===== src/rtl/mem_stream_reader_if.sv =====
// Bus bundle between the stream reader and the memory it drives plus the
// downstream consumer. The reader owns the master side; the memory and the
// consumer together form the slave side.
interface mem_stream_reader_if #(
    parameter int DATA_W = 4,
    parameter int ADDR_W = 5
);
    // memory port: combinational read of mem_r_data from mem_addr
    logic [ADDR_W-1:0] mem_addr;
    logic              mem_wr_en;
    logic [DATA_W-1:0] mem_w_data;
    logic [DATA_W-1:0] mem_r_data;

    // valid/ready stream of read words
    logic [DATA_W-1:0] out_data;
    logic              out_valid;
    logic              out_ready;

    modport master (
        output mem_addr,
        output mem_wr_en,
        output mem_w_data,
        input  mem_r_data,
        output out_data,
        output out_valid,
        input  out_ready
    );

    modport slave (
        input  mem_addr,
        input  mem_wr_en,
        input  mem_w_data,
        output mem_r_data,
        input  out_data,
        input  out_valid,
        output out_ready
    );
endinterface


===== src/rtl/mem_stream_reader.sv =====
// Burst initiator for a single-port memory: sweeps len words from base_addr,
// either streaming the read words out on a valid/ready port or writing a fill
// value to every address. One burst at a time; all outputs registered.
//
//   state | meaning
//   ------+-------------------------------------------------------------
//   IDLE  | waiting for start; start/mode/base/len/fill sampled here
//   RD    | reading: capture word into out_data, hold until accepted
//   WR    | clearing: one write of fill per cycle
//   FIN   | burst complete; done pulses for this single cycle
module mem_stream_reader #(
    parameter int DATA_W = 4,
    parameter int ADDR_W = 5
) (
    input  logic              clk,
    input  logic              reset,
    input  logic              start,
    input  logic              clr_mode,
    input  logic [ADDR_W-1:0] base_addr,
    input  logic [ADDR_W:0]   len,
    input  logic [DATA_W-1:0] fill_data,
    output logic              busy,
    output logic              done,
    mem_stream_reader_if.master bus
);

    typedef enum logic [1:0] {IDLE, RD, WR, FIN} state_t;

    localparam logic [ADDR_W:0] REM_ONE  = (ADDR_W+1)'(1);
    localparam logic [ADDR_W:0] REM_ZERO = '0;

    state_t            state_q, state_d;
    // mem_addr doubles as the sweep pointer; it wraps naturally at 2**ADDR_W
    logic [ADDR_W-1:0] mem_addr_q, mem_addr_d;
    logic              mem_wr_en_q, mem_wr_en_d;
    logic [DATA_W-1:0] mem_w_data_q, mem_w_data_d;
    logic [DATA_W-1:0] out_data_q, out_data_d;
    logic              out_valid_q, out_valid_d;
    // words still to be written (WR) or still to be captured (RD)
    logic [ADDR_W:0]   remaining_q, remaining_d;
    logic              busy_q, busy_d;
    logic              done_q, done_d;
    logic              capture;

    // next-state and next-output logic for the burst FSM
    always_comb begin
        state_d      = state_q;
        mem_addr_d   = mem_addr_q;
        mem_wr_en_d  = mem_wr_en_q;
        mem_w_data_d = mem_w_data_q;
        out_data_d   = out_data_q;
        out_valid_d  = out_valid_q;
        remaining_d  = remaining_q;
        capture      = 1'b0;

        case (state_q)
            IDLE: begin
                if (start) begin
                    mem_addr_d   = base_addr;
                    remaining_d  = len;
                    mem_w_data_d = fill_data;
                    if (len == REM_ZERO) begin
                        state_d = FIN;
                    end else if (clr_mode) begin
                        // first write lands on the very next edge
                        state_d     = WR;
                        mem_wr_en_d = 1'b1;
                    end else begin
                        state_d = RD;
                    end
                end
            end

            WR: begin
                mem_addr_d  = mem_addr_q + 1'b1;
                remaining_d = remaining_q - 1'b1;
                if (remaining_q == REM_ONE) begin
                    state_d     = FIN;
                    mem_wr_en_d = 1'b0;
                end
            end

            RD: begin
                capture = (remaining_q != REM_ZERO) &&
                          (!out_valid_q || bus.out_ready);
                if (capture) begin
                    out_data_d  = bus.mem_r_data;
                    out_valid_d = 1'b1;
                    mem_addr_d  = mem_addr_q + 1'b1;
                    remaining_d = remaining_q - 1'b1;
                end else if (out_valid_q && bus.out_ready) begin
                    out_valid_d = 1'b0;
                    // nothing left to capture, so this was the final word
                    if (remaining_q == REM_ZERO) begin
                        state_d = FIN;
                    end
                end
            end

            FIN: begin
                state_d = IDLE;
            end

            default: begin
                state_d = IDLE;
            end
        endcase

        busy_d = (state_d != IDLE);
        done_d = (state_d == FIN);
    end

    // state and registered outputs; reset abandons any burst in flight
    always_ff @(posedge clk or posedge reset) begin
        if (reset) begin
            state_q      <= IDLE;
            mem_addr_q   <= '0;
            mem_wr_en_q  <= 1'b0;
            mem_w_data_q <= '0;
            out_data_q   <= '0;
            out_valid_q  <= 1'b0;
            remaining_q  <= '0;
            busy_q       <= 1'b0;
            done_q       <= 1'b0;
        end else begin
            state_q      <= state_d;
            mem_addr_q   <= mem_addr_d;
            mem_wr_en_q  <= mem_wr_en_d;
            mem_w_data_q <= mem_w_data_d;
            out_data_q   <= out_data_d;
            out_valid_q  <= out_valid_d;
            remaining_q  <= remaining_d;
            busy_q       <= busy_d;
            done_q       <= done_d;
        end
    end

    assign bus.mem_addr   = mem_addr_q;
    assign bus.mem_wr_en  = mem_wr_en_q;
    assign bus.mem_w_data = mem_w_data_q;
    assign bus.out_data   = out_data_q;
    assign bus.out_valid  = out_valid_q;
    assign busy           = busy_q;
    assign done           = done_q;

endmodule


===== src/flat_wrapper.sv =====
// flat-port wrapper written by rule: the top's interface ports become plain ports
module mem_stream_reader_flat 
#(
    parameter int DATA_W = 4,
    parameter int ADDR_W = 5
)
  (clk, reset, start, clr_mode, base_addr, len, fill_data, busy, done, bus_mem_addr, bus_mem_wr_en, bus_mem_w_data, bus_mem_r_data, bus_out_data, bus_out_valid, bus_out_ready);
  mem_stream_reader_if #(.DATA_W(DATA_W), .ADDR_W(ADDR_W)) bus_i ();
  input  logic clk;
  input  logic reset;
  input  logic start;
  input  logic clr_mode;
  input  logic [ADDR_W-1:0] base_addr;
  input  logic [ADDR_W:0] len;
  input  logic [DATA_W-1:0] fill_data;
  output logic busy;
  output logic done;
  output wire logic [$bits(bus_i.mem_addr)-1:0] bus_mem_addr;
  output wire logic [$bits(bus_i.mem_wr_en)-1:0] bus_mem_wr_en;
  output wire logic [$bits(bus_i.mem_w_data)-1:0] bus_mem_w_data;
  input wire logic [$bits(bus_i.mem_r_data)-1:0] bus_mem_r_data;
  output wire logic [$bits(bus_i.out_data)-1:0] bus_out_data;
  output wire logic [$bits(bus_i.out_valid)-1:0] bus_out_valid;
  input wire logic [$bits(bus_i.out_ready)-1:0] bus_out_ready;
  assign bus_mem_addr = bus_i.mem_addr;
  assign bus_mem_wr_en = bus_i.mem_wr_en;
  assign bus_mem_w_data = bus_i.mem_w_data;
  assign bus_i.mem_r_data = bus_mem_r_data;
  assign bus_out_data = bus_i.out_data;
  assign bus_out_valid = bus_i.out_valid;
  assign bus_i.out_ready = bus_out_ready;
  mem_stream_reader #(.DATA_W(DATA_W), .ADDR_W(ADDR_W)) u_core (.clk(clk), .reset(reset), .start(start), .clr_mode(clr_mode), .base_addr(base_addr), .len(len), .fill_data(fill_data), .busy(busy), .done(done), .bus(bus_i));
endmodule

===== config.mk =====
export PLATFORM = sky130hd
export DESIGN_NAME = mem_stream_reader_flat
export DESIGN_NICKNAME = d
export VERILOG_FILES = /design/src/rtl/mem_stream_reader_if.sv /design/src/rtl/mem_stream_reader.sv /design/src/flat_wrapper.sv
export SDC_FILE = /design/constraint.sdc
export NUM_CORES = 1
export LEC_CHECK = 0
export ABC_CLOCK_PERIOD_IN_PS = 2100
export BUFFER_PORTS_ARGS = -buffer_cell sky130_fd_sc_hd__buf_2
export CAP_MARGIN = 15
export CELL_PAD_IN_SITES_DETAIL_PLACEMENT = 0
export CELL_PAD_IN_SITES_GLOBAL_PLACEMENT = 1
export CORE_MARGIN = 3
export CORE_UTILIZATION = 38
export DETAILED_ROUTE_END_ITERATION = 12
export PLACE_DENSITY = 0.89
export SLEW_MARGIN = 10
export SYNTH_ARGS = -nofsm -noshare
export SYNTH_HDL_FRONTEND = slang
export SYNTH_SLANG_ARGS = --single-unit

===== constraint.sdc =====
create_clock -name clk -period 2.1 [get_ports clk]
set_input_delay 0.42 -clock clk [delete_from_list [all_inputs] [get_ports clk]]
set_output_delay 0.42 -clock clk [all_outputs]
set_load 0.05 [all_outputs]

# == Yosys cells after proc, flatten, opt, wreduce, memory -nomap -nowiden ==
# Cells that the tools add are included.
# op_classes
add_sub_neg,2
mux,21
eq_ne,10
n_reduce_logical,17
# ops
cell,count
case mux 6 bit (3 select lines),1
case mux 5 bit (3 select lines),1
2-to-1 mux 2 bit,7
logical NOT 6 bit,2
2-to-1 mux 6 bit,2
2-to-1 mux 5 bit,2
case mux 2 bit (4 select lines),1
"== test 2 bit, second input constant",3
"== test 6 x 1 -> 1 bit, second input constant",1
2-to-1 mux 1 bit,6
"inequality test 2 bit, second input constant",3
AND reduction 2 bit,3
nonzero test 2 bit,3
nonzero test 6 bit,1
"subtractor 6 x 1 -> 6 bit, second input constant",1
"adder 5 x 1 -> 5 bit, second input constant",1
AND reduction 5 bit,1
"inequality test 2 x 1 -> 1 bit, second input constant",2
AND reduction 3 bit,1
nonzero test 3 bit,1
"== test 2 x 1 -> 1 bit, second input constant",1
logical AND 1 bit,2
logical NOT 2 bit,1
case mux 1 bit (2 select lines),1
other kinds (2),2
# word_totals
register_bits,25
out_inout_bits,17

# == Logic depth before layout (Yosys ltp) ==
# depth
word_depth,6
depth_mapped,8
ltp_nobuf,6

# == Least setup slack after synthesis ==
# Ideal clock, no wire load.
# synth_path
kind,reg-to-reg
startpoint,reg u_core.state_q[0]
endpoint,reg u_core.remaining_q[0]
path_buffers,2
arrival_time_ps,1773
path_slack_ps,247
setup_time_ps,79
path_stages_with_launch,9
period_less_slack_ps,1853
required_time_ps,2021
cell_sequence,dfrtp_1 > inv_1 > ha_1 > nor2b_1 > or2_2 > clkbuf_1 > a21oi_2 > buf_2 > mux2i_1
# synth_between
elab_chain_len,3
word_cells_on_any_way,8
classes_between,eq/ne (4); mux (1); reduce/logical (3)
# synth_lines
item,line,text
"start, declared",mem_stream_reader.sv:32,"state_t state_q, state_d;"
"start signal, assigned",mem_stream_reader.sv:126,state_q <= state_d;
"== test 2 x 1 -> 1 bit, or another cell as far along",mem_stream_reader.sv:56,case (state_q)
"inequality test 2 x 1 -> 1 bit (no source line), or another cell as far along",n/a,
AND reduction 3 bit (no source line),n/a,
"end signal, assigned",mem_stream_reader.sv:132,remaining_q <= remaining_d;
"end, declared",mem_stream_reader.sv:40,"logic [ADDR_W:0] remaining_q, remaining_d;"
# Parallel ways exist; a longest one is shown, timed or not.
# A chain may end at the register's enable or synchronous reset.

# == Worst setup path after layout ==
# Ends and elaborated chain as after synthesis.

==> impl_results.md <==
* Final Max Tran Viols at 0
* Number of port buffers at 40
* Vias per cell at 5.476
* Synth unique cells at 35
* Pre-CTS setup slack at 0.1675 ns
* Post-CTS Resized at 0
* Dpl hpwl at 2.568 mm
* Max H-tree Level at 1
* Total wire length at 3.310 mm
* Max stage delay on crit path at 0.41 ns
* DR pass1 iterations at 4
* Global-route wire length before repair at 5.616 mm
* I/O pins at 41
* LEAKAGE at 0.7937 nW
* Gate Count Post-Synth at 138
* Vias at 1,243
* Post-Syn Area at 1406 µm²
* CP Data Arrival Time at 2.16 ns
* RSZ-0062 raised after global routing: false
* FF+latch area at 625.6 µm²
* CTS sink count at 25
* TritonCTS Buffers at 3
* Final hold vios at 0
* WL per Instance at 14.58 µm
* Placement Cell Area at 1678 µm²
* Ys async rst share at 100.0%
* P&R area growth vs syn at 22.51%
* Worst-Skew Late Latency at 0.26 ns
* Post-route ant nets at 0
* Final setup fails at 0
* Worst VDD drop at 0.8945 mV
* Pwr Density at 1847 nW/µm²
* Post-synth top area share at 44.48%
* Multi-input logic area at 719.4 µm²
* Period utilization at 93.90%
* Run status: complete, no violations
* Synth area leaders: dfrtp_1 (44%), mux2_2 (8.0%), ha_1 (6.2%)
* Row cnt at 21
* Starting Density at 40.86%
* Worst min path class: input port to async pin
* Grt ovf at 0
* Syn nets at 169
* Initial antenna violation count at 0
* CTS Buffer Depth at 2
* Post-layout nets at 213
* Setup TNS at 0 ns
* WP data required at 2.29 ns
* Setup slack, reg-to-reg at 0.13 ns
* Max Fclk at 0.5071 GHz
* Final instance area at 1723 µm²
* DR iter-0 viols at 96
* Die height at 66.84 µm
* Clock Skews at 0.001226 ns
* Synthesis Warnings at 0
* Diode count at 0
* Clock transition at path regs at 0.08 ns
* Hold buffer count at cts at 0
* Min Tclk post-route at 1.972 ns
* Post-CTS Repair Setup Buffers at 0
* Filler cells at 324
* Reg2reg path depth at 7
* Slowest CP cell: dfrtp_1
* Worst setup margin at 0.1280 ns
* Die area at 4467 µm²
* R2r startpoint: u_core.state_q[0]
* Sequential-to-total area share from yosys stat at 44.48%
* Primary FF master, synth: dfrtp_1
* Type of origin of the critical path: flip-flop
* Worst setup path class: flip-flop to flip-flop
* Critical R2R Capture: u_core.remaining_q[0]
* Crit end category: flip-flop
* Flops & latches, synth at 25
* Final GP Congestion at 0.8985
* Share of cells above drive strength 1 at 36.46%
* Crit-path cells: inv_1 > ha_1 > nor2b_1 > or2_2 > a21oi_2 > buf_4 > mux2i_1
* Average size of a mapped cell at 10.19 µm²
* Clock Root Buffer: clkbuf_8
* Largest net degree at the start of global routing at 26
* CP Max Fanout at 10
* Total track usage at 16.58%
* Drc violations at 0
* Slew @ Worst Pin at 0.4830 ns
* Die width at 66.84 µm
* Final hold slack at 0.1861 ns
* Number of global-route vias before repair at 1,272
* Yosys top cell by area: dfrtp_1
* CTS tree: yes
* Area of the core at 3442 µm²
* Worst relative slew slack at 67.50%
* Post-synth EDFFs at 0
* Max Cap Violations at 0
cells by family after synthesis:
family	synth area share [%]
compound gates	20.82
simple gates	14.68
flops	44.48
buf+inv	4.360
mux	9.431
fa+ha+maj	6.227
metrics by stage:
stage | total power [mW] | util (%) | cells
finish | 3.182 | 50.05 | 227
CTS | 3.200 | 50.05 | 227
floorplan | 2.447 | - | 138
global placement | 2.839 | 48.75 | 223
global route | 3.425 | 50.05 | 227
detailed placement | 2.915 | 48.75 | 223
cell usage in the layout, fill, tap and decap left out, types with 5 or more instances in the layout:
master | Yosys | routed
mux2_2 | 10 | 10
dfrtp_1 | 25 | 25
nand3_1 | 7 | 7
a221oi_1 | 7 | 7
buf_2 | 1 | 40
a2bb2oi_1 | 7 | 7
buf_4 | 0 | 5
nand2_1 | 11 | 11
inv_1 | 10 | 10
ha_1 | 7 | 7
o21ai_0 | 8 | 8
worst max path at each step:
stage	startpoint	slack, ns	endpoint	depth (start not counted)
2_1_floorplan	u_core.state_q[0]	0.25	u_core.remaining_q[0]	8
3_3_place_gp	u_core.state_q[0]	0.29	u_core.remaining_q[0]	7
3_5_place_dp	u_core.state_q[0]	0.17	u_core.remaining_q[0]	7
4_1_cts	u_core.state_q[0]	0.12	u_core.remaining_q[0]	7
5_1_grt	u_core.state_q[0]	0.03	u_core.remaining_q[0]	7
6_report	u_core.state_q[0]	0.13	u_core.remaining_q[0]	7
power breakdown:
group          switching [mW]  internal, mW
sequential              0.194         0.721
clock                   0.145         0.135
combinational            1.26         0.728
synthesized netlist by cell type, drive strengths merged, types with 4 or more instances:
cell     count
a21oi        4
a221oi       7
a2bb2oi      7
clkbuf       5
dfrtp       25
ha           7
inv         10
mux2        10
nand2       11
nand3        7
nor2         4
o21ai        9
worst max-delay path, delay by kind of cell, from the launching register on:
family | cells | cell delay [ns]
mux | 1 | 0.21
flops | 1 | 0.41
buf+inv | 2 | 0.30
fa+ha+maj | 1 | 0.27
compound gates | 1 | 0.16
simple gates | 2 | 0.56
cell type report:
cell class              instances  area share (%)
well taps                      46           3.341
repair buffers                 45           13.80
inverters                      10           2.179
flip-flops and latches         25           36.31
clock buffers                   4           2.614
multi-input cells              97           41.76
per-layer routing:
metal	global-route usage, %	up-vias	part of all wire [%]
met4	8.629	0	3.7
met2	25.99	43	49
met5	0	-	0
met1	21.10	589	42
met3	3.879	12	5.7
li1	-	599	-
flip-flops by register name, summed over array words and instances, names as in the netlist:
register               count
u_core.bus.mem_w_data      4
u_core.bus.out_valid       1
u_core.bus.mem_addr        5
u_core.done                1
u_core.bus.mem_wr_en       1
u_core.remaining_q         6
u_core.busy                1
u_core.bus.out_data        4
u_core.state_q             2
No activity file was read; power rests on OpenSTA's default activity.
